## config.mk

```make
export PLATFORM = sky130hd
export DESIGN_NAME = soc_timebase_csr
export DESIGN_NICKNAME = d
export VERILOG_FILES = /design/src/rtl/soc_timebase_csr.sv
export SDC_FILE = /design/constraint.sdc
export NUM_CORES = 1
export LEC_CHECK = 0
export ABC_CLOCK_PERIOD_IN_PS = 2230
export BUFFER_PORTS_ARGS = -buffer_cell sky130_fd_sc_hd__buf_4
export CAP_MARGIN = 40
export CORE_MARGIN = 3
export CORE_UTILIZATION = 45
export CTS_BUF_LIST = sky130_fd_sc_hd__clkbuf_2
export CTS_CLUSTER_SIZE = 20
export DETAILED_ROUTE_END_ITERATION = 10
export PLACE_DENSITY = 0.71
export SLEW_MARGIN = 20
export SYNTH_ARGS = -nofsm -noshare
export SYNTH_HDL_FRONTEND = slang
export SYNTH_SLANG_ARGS = --single-unit
```

## constraint.sdc

```tcl
create_clock -name clk -period 2.23 [get_ports clk]
set_clock_uncertainty 0.05 [all_clocks]
set_input_delay 0.223 -clock clk [delete_from_list [all_inputs] [get_ports clk]]
set_output_delay 0.223 -clock clk [all_outputs]
set_load 0.005 [all_outputs]
```

## src/rtl/soc_timebase_csr.sv

```systemverilog
// Bus-addressable microsecond timebase: prescaler, 32-bit usec counter, compare/IRQ,
// and a two-state responder on the SOC data bus.
module soc_timebase_csr #(
    parameter int unsigned NUM_1US_CLKS  = 64,
    parameter int unsigned CNT_1US_WIDTH = 6
) (
    input  logic        clk,
    input  logic        arst_n,
    input  logic        bus_vld,
    input  logic [31:2] bus_addr,
    input  logic [3:0]  bus_we,
    input  logic [31:0] bus_wdat,
    output logic        bus_rdy,
    output logic [31:0] bus_rdat,
    output logic        tick_1us,
    output logic [31:0] usec,
    output logic        irq
);

    // The prescaler must hold NUM_1US_CLKS itself, which can need one bit more than
    // CNT_1US_WIDTH when the terminal count is a power of two.
    localparam int unsigned MinW = $clog2(NUM_1US_CLKS + 1);
    localparam int unsigned PreW = (CNT_1US_WIDTH > MinW) ? CNT_1US_WIDTH : MinW;
    localparam logic [PreW-1:0] PreMax = PreW'(NUM_1US_CLKS);

    typedef enum logic [0:0] {StIdle, StResp} state_e;

    state_e            state_q, state_d;
    logic [31:0]       rdat_q, rdat_d;
    logic [PreW-1:0]   pre_q, pre_d;
    logic [31:0]       usec_q, usec_d;
    logic [31:0]       cmp_q, cmp_d;
    logic              en_q, en_d;
    logic              irq_en_q, irq_en_d;
    logic              hit_q, hit_d;

    logic              accept, wr, tick, clr, hit_set;
    logic [1:0]        reg_sel;
    logic [31:0]       rd_mux;
    logic              unused_addr;

    assign unused_addr = ^bus_addr[31:4];
    assign reg_sel     = bus_addr[3:2];
    assign accept      = (state_q == StIdle) && bus_vld;
    assign wr          = accept && (bus_we != 4'b0000);
    assign tick        = en_q && (pre_q == PreMax);
    assign clr         = wr && (reg_sel == 2'd0) && bus_we[0] && bus_wdat[2];
    // Compare against the pre-edge CMP so a coincident CMP write cannot affect this tick.
    assign hit_set     = tick && ((usec_q + 32'd1) == cmp_q);

    function automatic logic [31:0] merge_bytes(input logic [31:0] old_val,
                                                input logic [31:0] new_val,
                                                input logic [3:0]  be);
        logic [31:0] r;
        r = old_val;
        for (int i = 0; i < 4; i++) begin
            if (be[i]) r[8*i +: 8] = new_val[8*i +: 8];
        end
        return r;
    endfunction

    always_comb begin
        rd_mux = 32'd0;
        case (reg_sel)
            2'd0:    rd_mux = {30'd0, irq_en_q, en_q};
            2'd1:    rd_mux = usec_q;
            2'd2:    rd_mux = cmp_q;
            default: rd_mux = {31'd0, hit_q};
        endcase
    end

    always_comb begin
        state_d = state_q;
        rdat_d  = 32'd0;
        unique case (state_q)
            StIdle: begin
                if (bus_vld) begin
                    state_d = StResp;
                    rdat_d  = rd_mux;
                end
            end
            StResp:  state_d = StIdle;
            default: state_d = StIdle;
        endcase
    end

    // Priority, lowest first: count, bus write, CLR, then a new hit over its W1C.
    always_comb begin
        pre_d    = pre_q;
        usec_d   = usec_q;
        cmp_d    = cmp_q;
        en_d     = en_q;
        irq_en_d = irq_en_q;
        hit_d    = hit_q;
        if (en_q) pre_d = tick ? '0 : pre_q + 1'b1;
        if (tick) usec_d = usec_q + 32'd1;
        if (wr) begin
            case (reg_sel)
                2'd0: begin
                    if (bus_we[0]) begin
                        en_d     = bus_wdat[0];
                        irq_en_d = bus_wdat[1];
                    end
                end
                2'd1:    usec_d = merge_bytes(usec_q, bus_wdat, bus_we);
                2'd2:    cmp_d  = merge_bytes(cmp_q, bus_wdat, bus_we);
                default: if (bus_we[0] && bus_wdat[0]) hit_d = 1'b0;
            endcase
        end
        if (clr) begin
            pre_d  = '0;
            usec_d = 32'd0;
        end
        if (hit_set) hit_d = 1'b1;
    end

    always_ff @(posedge clk or negedge arst_n) begin
        if (!arst_n) begin
            state_q  <= StIdle;
            rdat_q   <= 32'd0;
            pre_q    <= '0;
            usec_q   <= 32'd0;
            cmp_q    <= 32'hFFFF_FFFF;
            en_q     <= 1'b1;
            irq_en_q <= 1'b0;
            hit_q    <= 1'b0;
        end else begin
            state_q  <= state_d;
            rdat_q   <= rdat_d;
            pre_q    <= pre_d;
            usec_q   <= usec_d;
            cmp_q    <= cmp_d;
            en_q     <= en_d;
            irq_en_q <= irq_en_d;
            hit_q    <= hit_d;
        end
    end

    assign bus_rdy  = (state_q == StResp);
    assign bus_rdat = rdat_q;
    assign tick_1us = tick;
    assign usec     = usec_q;
    assign irq      = hit_q & irq_en_q;

endmodule

```

# Word level (Yosys, flattened, before mapping)
# Cells that the tools add are included.
totals:
  regBits: 107
  in_bits: 69
  out_inout_bits: 67
classes:
  reduce_logical: 20
  bitwise_logic: 2
  n_mux: 20
  add_sub_neg: 2
  eq_ne: 9
ops:
  columns: ["op", "n"]
  rows:
  - ["32-bit 2-to-1 mux", 6]
  - ["32-bit case mux with 3 select lines", 1]
  - ["32-bit by 1-bit adder with 32-bit output, second input constant", 1]
  - ["32-bit equality test", 1]
  - ["8-bit 2-to-1 mux", 4]
  - ["7-bit 2-to-1 mux", 3]
  - ["3-bit AND reduction", 6]
  - ["4-bit != test, second input constant", 4]
  - ["1-bit logical AND", 8]
  - ["7-bit by 1-bit adder with 7-bit output, second input constant", 1]
  - ["7-bit equality test, second input constant", 1]
  - ["2-bit nonzero test", 3]
  - ["1-bit 2-to-1 mux", 5]
  - ["4-bit nonzero test", 1]
  - ["3-bit OR reduction", 1]
  - ["2-bit by 1-bit equality test with 1-bit output, second input constant", 1]
  - ["2-bit equality test, second input constant", 1]
  - ["2-bit zero test", 1]
  - ["2-bit by 1-bit != test with 1-bit output, second input constant", 1]
  - ["1-bit case mux with 2 select lines", 1]
  - ["1-bit bitwise AND", 1]
  - ["1-bit inverter", 1]

# Depth between registers and ports, before layout
depth:
  word_depth: 7
  ltp_mapped: 11
  ltp_nobuf: 10

# Worst setup path before layout
# No wires, ideal clock.
synth_path:
  path_kind: "flip-flop to flip-flop"
  startpoint: "register usec_q[11] (netlist: usec[11])"
  endpoint: "register hit_q"
  path_stages_with_launch: 9
  required_time_ns: 2.114
  t_arrival_ns: 2.339
  setup_ns: 0.066
  synth_period_minus_slack_ns: 2.455
  setup_slack_ns: -0.225
  cell_sequence: "dfrtp_1 -> buf_2 -> nand4_4 -> or4_4 -> nor4b_1 -> mux2_2 -> nor4_1 -> nand4_1 -> nand2_1"
synth_via:
  elab_chain_cells: 5
synth_rtl:
  columns: ["element", "line", "source"]
  rows:
  - ["from (decl)", "31", "logic [31:0] usec_q, usec_d;"]
  - ["from (signal assigned)", "131", "usec_q <= usec_d;"]
  - ["32-bit by 1-bit adder with 32-bit output *", "49", "assign hit_set = tick && ((usec_q + 32'd1) == cmp_q);"]
  - ["32-bit equality test *", "49", null]
  - ["1-bit logical AND *", "49", null]
  - ["2-bit by 1-bit != test with 1-bit output (no source line) / 2-bit nonzero test (equally long branches)", null, null]
  - ["3-bit AND reduction (no source line)", null, null]
  - ["to (signal assigned)", "135", "hit_q <= hit_d;"]
  - ["to (decl)", "35", "logic hit_q, hit_d;"]
# Every way passes the cells marked *; elsewhere a longest branch is shown, timed or not.
# A chain may end at the register's enable or synchronous reset.

# Final worst setup path
layout_path:
  startpoint: "register usec_q[1] (netlist: usec[1])"
  endpoint: "register hit_q"
# The elaborated chain is that of the path after synthesis.

==> flow_metrics.py <==
metrics = {
    "status": {
        "status": "complete, but fails checks",
        "violations": "setup timing",
    },
    "pwr": {
        "seqPwrFrac": 0.477,
        "power.total_mw": 5.71,
        "p_comb_frac": 0.383,
        "swShare": 0.361,
        "power.switching_mw": 2.06,
        "ir_drop_uv": 397,
        "power-per-cell-area_nw_per_um2": 635,
        "clock_power_share": 0.140,
        "leakage_nw": 3.94,
        "internal_power_mw": 3.65,
    },
    "detailed_routing": {
        "wl_met2_um": 10500,
        "wirelength_met1_um": 8750,
        "via_per_inst": 6.04,
        "top_layer_used": "met4",
        "route.met3.wl_um": 1620,
        "drc": 0,
        "wl_per_cell_um": 19.8,
        "first_pass_iters": 5,
        "ant_nets": 0,
        "vias": 6597,
        "drtIter0Drc": 586,
        "drt_wl_total_um": 21600,
    },
    "finish": {
        "final_cells": 1092,
        "areaGrowthSynthToFinish_pct": 43.2,
        "regArea_sq_um": 2720,
        "utilization": 0.668,
        "post-route-cell-area_sq_um": 8990,
        "drive_gt1_frac": 0.415,
        "nets": 982,
        "multi_input_area_sq_um": 3660,
        "fillers": 1095,
    },
    "synth": {
        "synthTopCellsByCount": "nor2_1 (78), dfrtp_1 (74), o21ai_0 (63)",
        "yosys_register_bits": 107,
        "synth_edf_count": 0,
        "synth_flop_cell": "dfrtp_1",
        "synth_cell_types": 68,
        "synth_top_area_share": 0.295,
        "synth_top_area_cell": "dfrtp_1",
        "ys_seq_area_frac": 0.433,
        "syn-num-nets": 752,
        "synthCells": 680,
        "synthArstFlopShare": 1.00,
        "yosysMostFrequentCell": "nor2_1",
        "ys_top_cells_by_area": "dfrtp_1 (29%), dfstp_2 (14%), mux2_2 (6.3%)",
        "yosys_warnings": 0,
        "syn_avg_cell_area_sq_um": 9.23,
        "syn_area_sq_um": 6280,
    },
    "global_route": {
        "grt_overflow": 0,
        "grt_pass1_vias": 6474,
        "antenna_found_initial": 1,
        "grt_pass1_wl_um": 32900,
        "gr-usage-all-layers": 0.276,
        "grt_max_degree": 61,
    },
    "floorplan": {
        "num_rows": 42,
        "io_pins": 136,
        "chipWidth_um": 124,
        "fp.dieH_um": 124,
        "die_area_sq_um": 15400,
        "core_sq_um": 13500,
        "start_util": 0.467,
    },
    "timing": {
        "hold_violations": 0,
        "setup_ws_ns": -0.237,
        "maxClockFrequency_ghz": 0.405,
        "fin_crit_ns": 2.47,
        "rsz0062_at_grt": "yes",
        "tns_ns": -0.449,
        "holdWs_ns": 0.268,
        "report.final.setup_viol": 5,
        "timing.slew.headroom": 0.576,
        "worst_pin_slew_ns": 0.633,
        "fin_crit_sh": 1.11,
        "final-max-slew-violation-count": 0,
    },
    "worst_setup_path": {
        "worstSetupPathType": "flop to flop",
        "end_kind": "flop",
        "worst_setup_path_start_kind": "flop",
        "crit_arrival_ns": 3.06,
        "crit_required_ns": 2.82,
        "critPathMaxFanout": 6,
    },
    "place": {
        "port_buffers": 107,
        "place_area_sq_um": 7950,
        "hpwl_um": 14600,
        "dp_cells": 1015,
        "place.gp.congestion": 0.971,
        "place_ws_ns": -0.289,
    },
    "clock_network": {
        "ctsHtreeMaxLevel": 3,
        "clockRootBuffer": "clkbuf_2",
        "clk_path_buf_depth": 2,
        "cts_tree": "built",
        "cts-buffers-inserted": 9,
        "cts.reportedPaths.clkPinSlew_ns": 0.27,
        "clk_latency_ns": 0.67,
        "numClockSinks": 107,
    },
    "worst_hold_path": {
        "hold_path.class": "input pin to flop",
    },
    "run": {
        "cap_viol_max_count": 0,
    },
}
## power by group through the flow
stage / combinational, mW / sequential, mW / clock [mW]
2_1_floorplan: 1.09 / 2.68 / 0
3_3_place_gp: 1.90 / 2.70 / 0
3_5_place_dp: 1.95 / 2.73 / 0
4_1_cts: 2.08 / 2.71 / 0.821
5_1_grt: 2.36 / 2.76 / 0.898
6_report: 2.18 / 2.72 / 0.801
## cells by family after synthesis
| group | count (synthesis) | share of synthesized area |
|---|---|---|
| AOI/OAI and AO/OA | 182 | 0.180 |
| xor gates and xnor gates | 42 | 0.0586 |
| adders and majority gates | 3 | 0.00598 |
| buffers and inverters | 65 | 0.0422 |
| DFF | 107 | 0.433 |
| muxes | 39 | 0.0711 |
| and+or+nand+nor | 242 | 0.209 |
## layout by cell type (no fill, tap or decap), types with 5 or more instances in the layout
cell type / netlist / final
o21ai_1: 1 / 14
nor3_1: 15 / 12
nand3_1: 25 / 21
and2_1: 7 / 6
and4_1: 7 / 5
nand2_1: 29 / 27
a21oi_1: 41 / 40
nand2b_1: 8 / 8
inv_1: 10 / 6
nor2_1: 78 / 73
buf_4: 3 / 217
and3_1: 13 / 12
clkbuf_2: 0 / 12
dfstp_2: 33 / 33
or4_4: 1 / 5
nand4_1: 14 / 14
buf_6: 0 / 8
nor4_4: 1 / 7
mux2_2: 35 / 35
nor4_2: 2 / 6
dfrtp_1: 74 / 72
o21ai_0: 63 / 49
a31oi_1: 8 / 8
dlygate4sd3_1: 0 / 42
a22oi_1: 31 / 31
xor2_1: 15 / 14
xnor2_1: 27 / 26
## critical path, stage by stage, from the launching register on
cell and delay (ns):
dfrtp_2 0.49, ha_4 0.16, nand4_1 0.13, buf_6 0.17, or4_1 0.56, xnor2_1 0.17, o21ai_0 0.12, nor4_2 0.26
buf_4 0.16, nand4_1 0.10, nand2_1 0.07
## repair_timing
action,CTS,global route
hold buffers,42,0
hold endpoints to repair,164,0
pin swaps,16,15
cloned,0,2
setup buffers,11,5
gates resized for setup,34,60
endpoints found under the setup margin,13,27
## flip-flops by register name (all words and copies together) (netlist names)
register,flops
bus_rdat,32
irq_en_q,1
pre_q,7
usec,32
bus_rdy,1
cmp_q,32
en_q,1
hit_q,1
## worst paths after layout
path	start	endpoint	slack, ns	depth (start not counted)
min in group asynchronous	arst_n	cmp_q[31]	0.53	3
max in group asynchronous	arst_n	bus_rdat[1]	0.53	4
worst min-delay path	bus_wdat[10]	cmp_q[10]	0.27	3
worst min register to register	irq_en_q	irq_en_q	0.53	1
worst max register to register	usec[1]	hit_q	-0.24	10
worst max-delay path	usec[1]	hit_q	-0.24	10
## area by class of cell
cell class | count | share of cell area
Multi-Input combinational cell | 508 | 0.407
Clock buffer | 12 | 0.00668
Tap cell | 176 | 0.0245
Antenna cell | 1 | 0.000278
Inverter | 10 | 0.00417
Sequential cell | 107 | 0.303
Clock inverter | 4 | 0.00209
Timing Repair Buffer | 274 | 0.253
## routing by layer
layer,vias up,global-route usage
li1,2956,-
met1,3254,0.353
met2,326,0.456
met3,61,0.0554
met4,0,0.114
met5,-,0
Power figures use the tool's default switching activity.
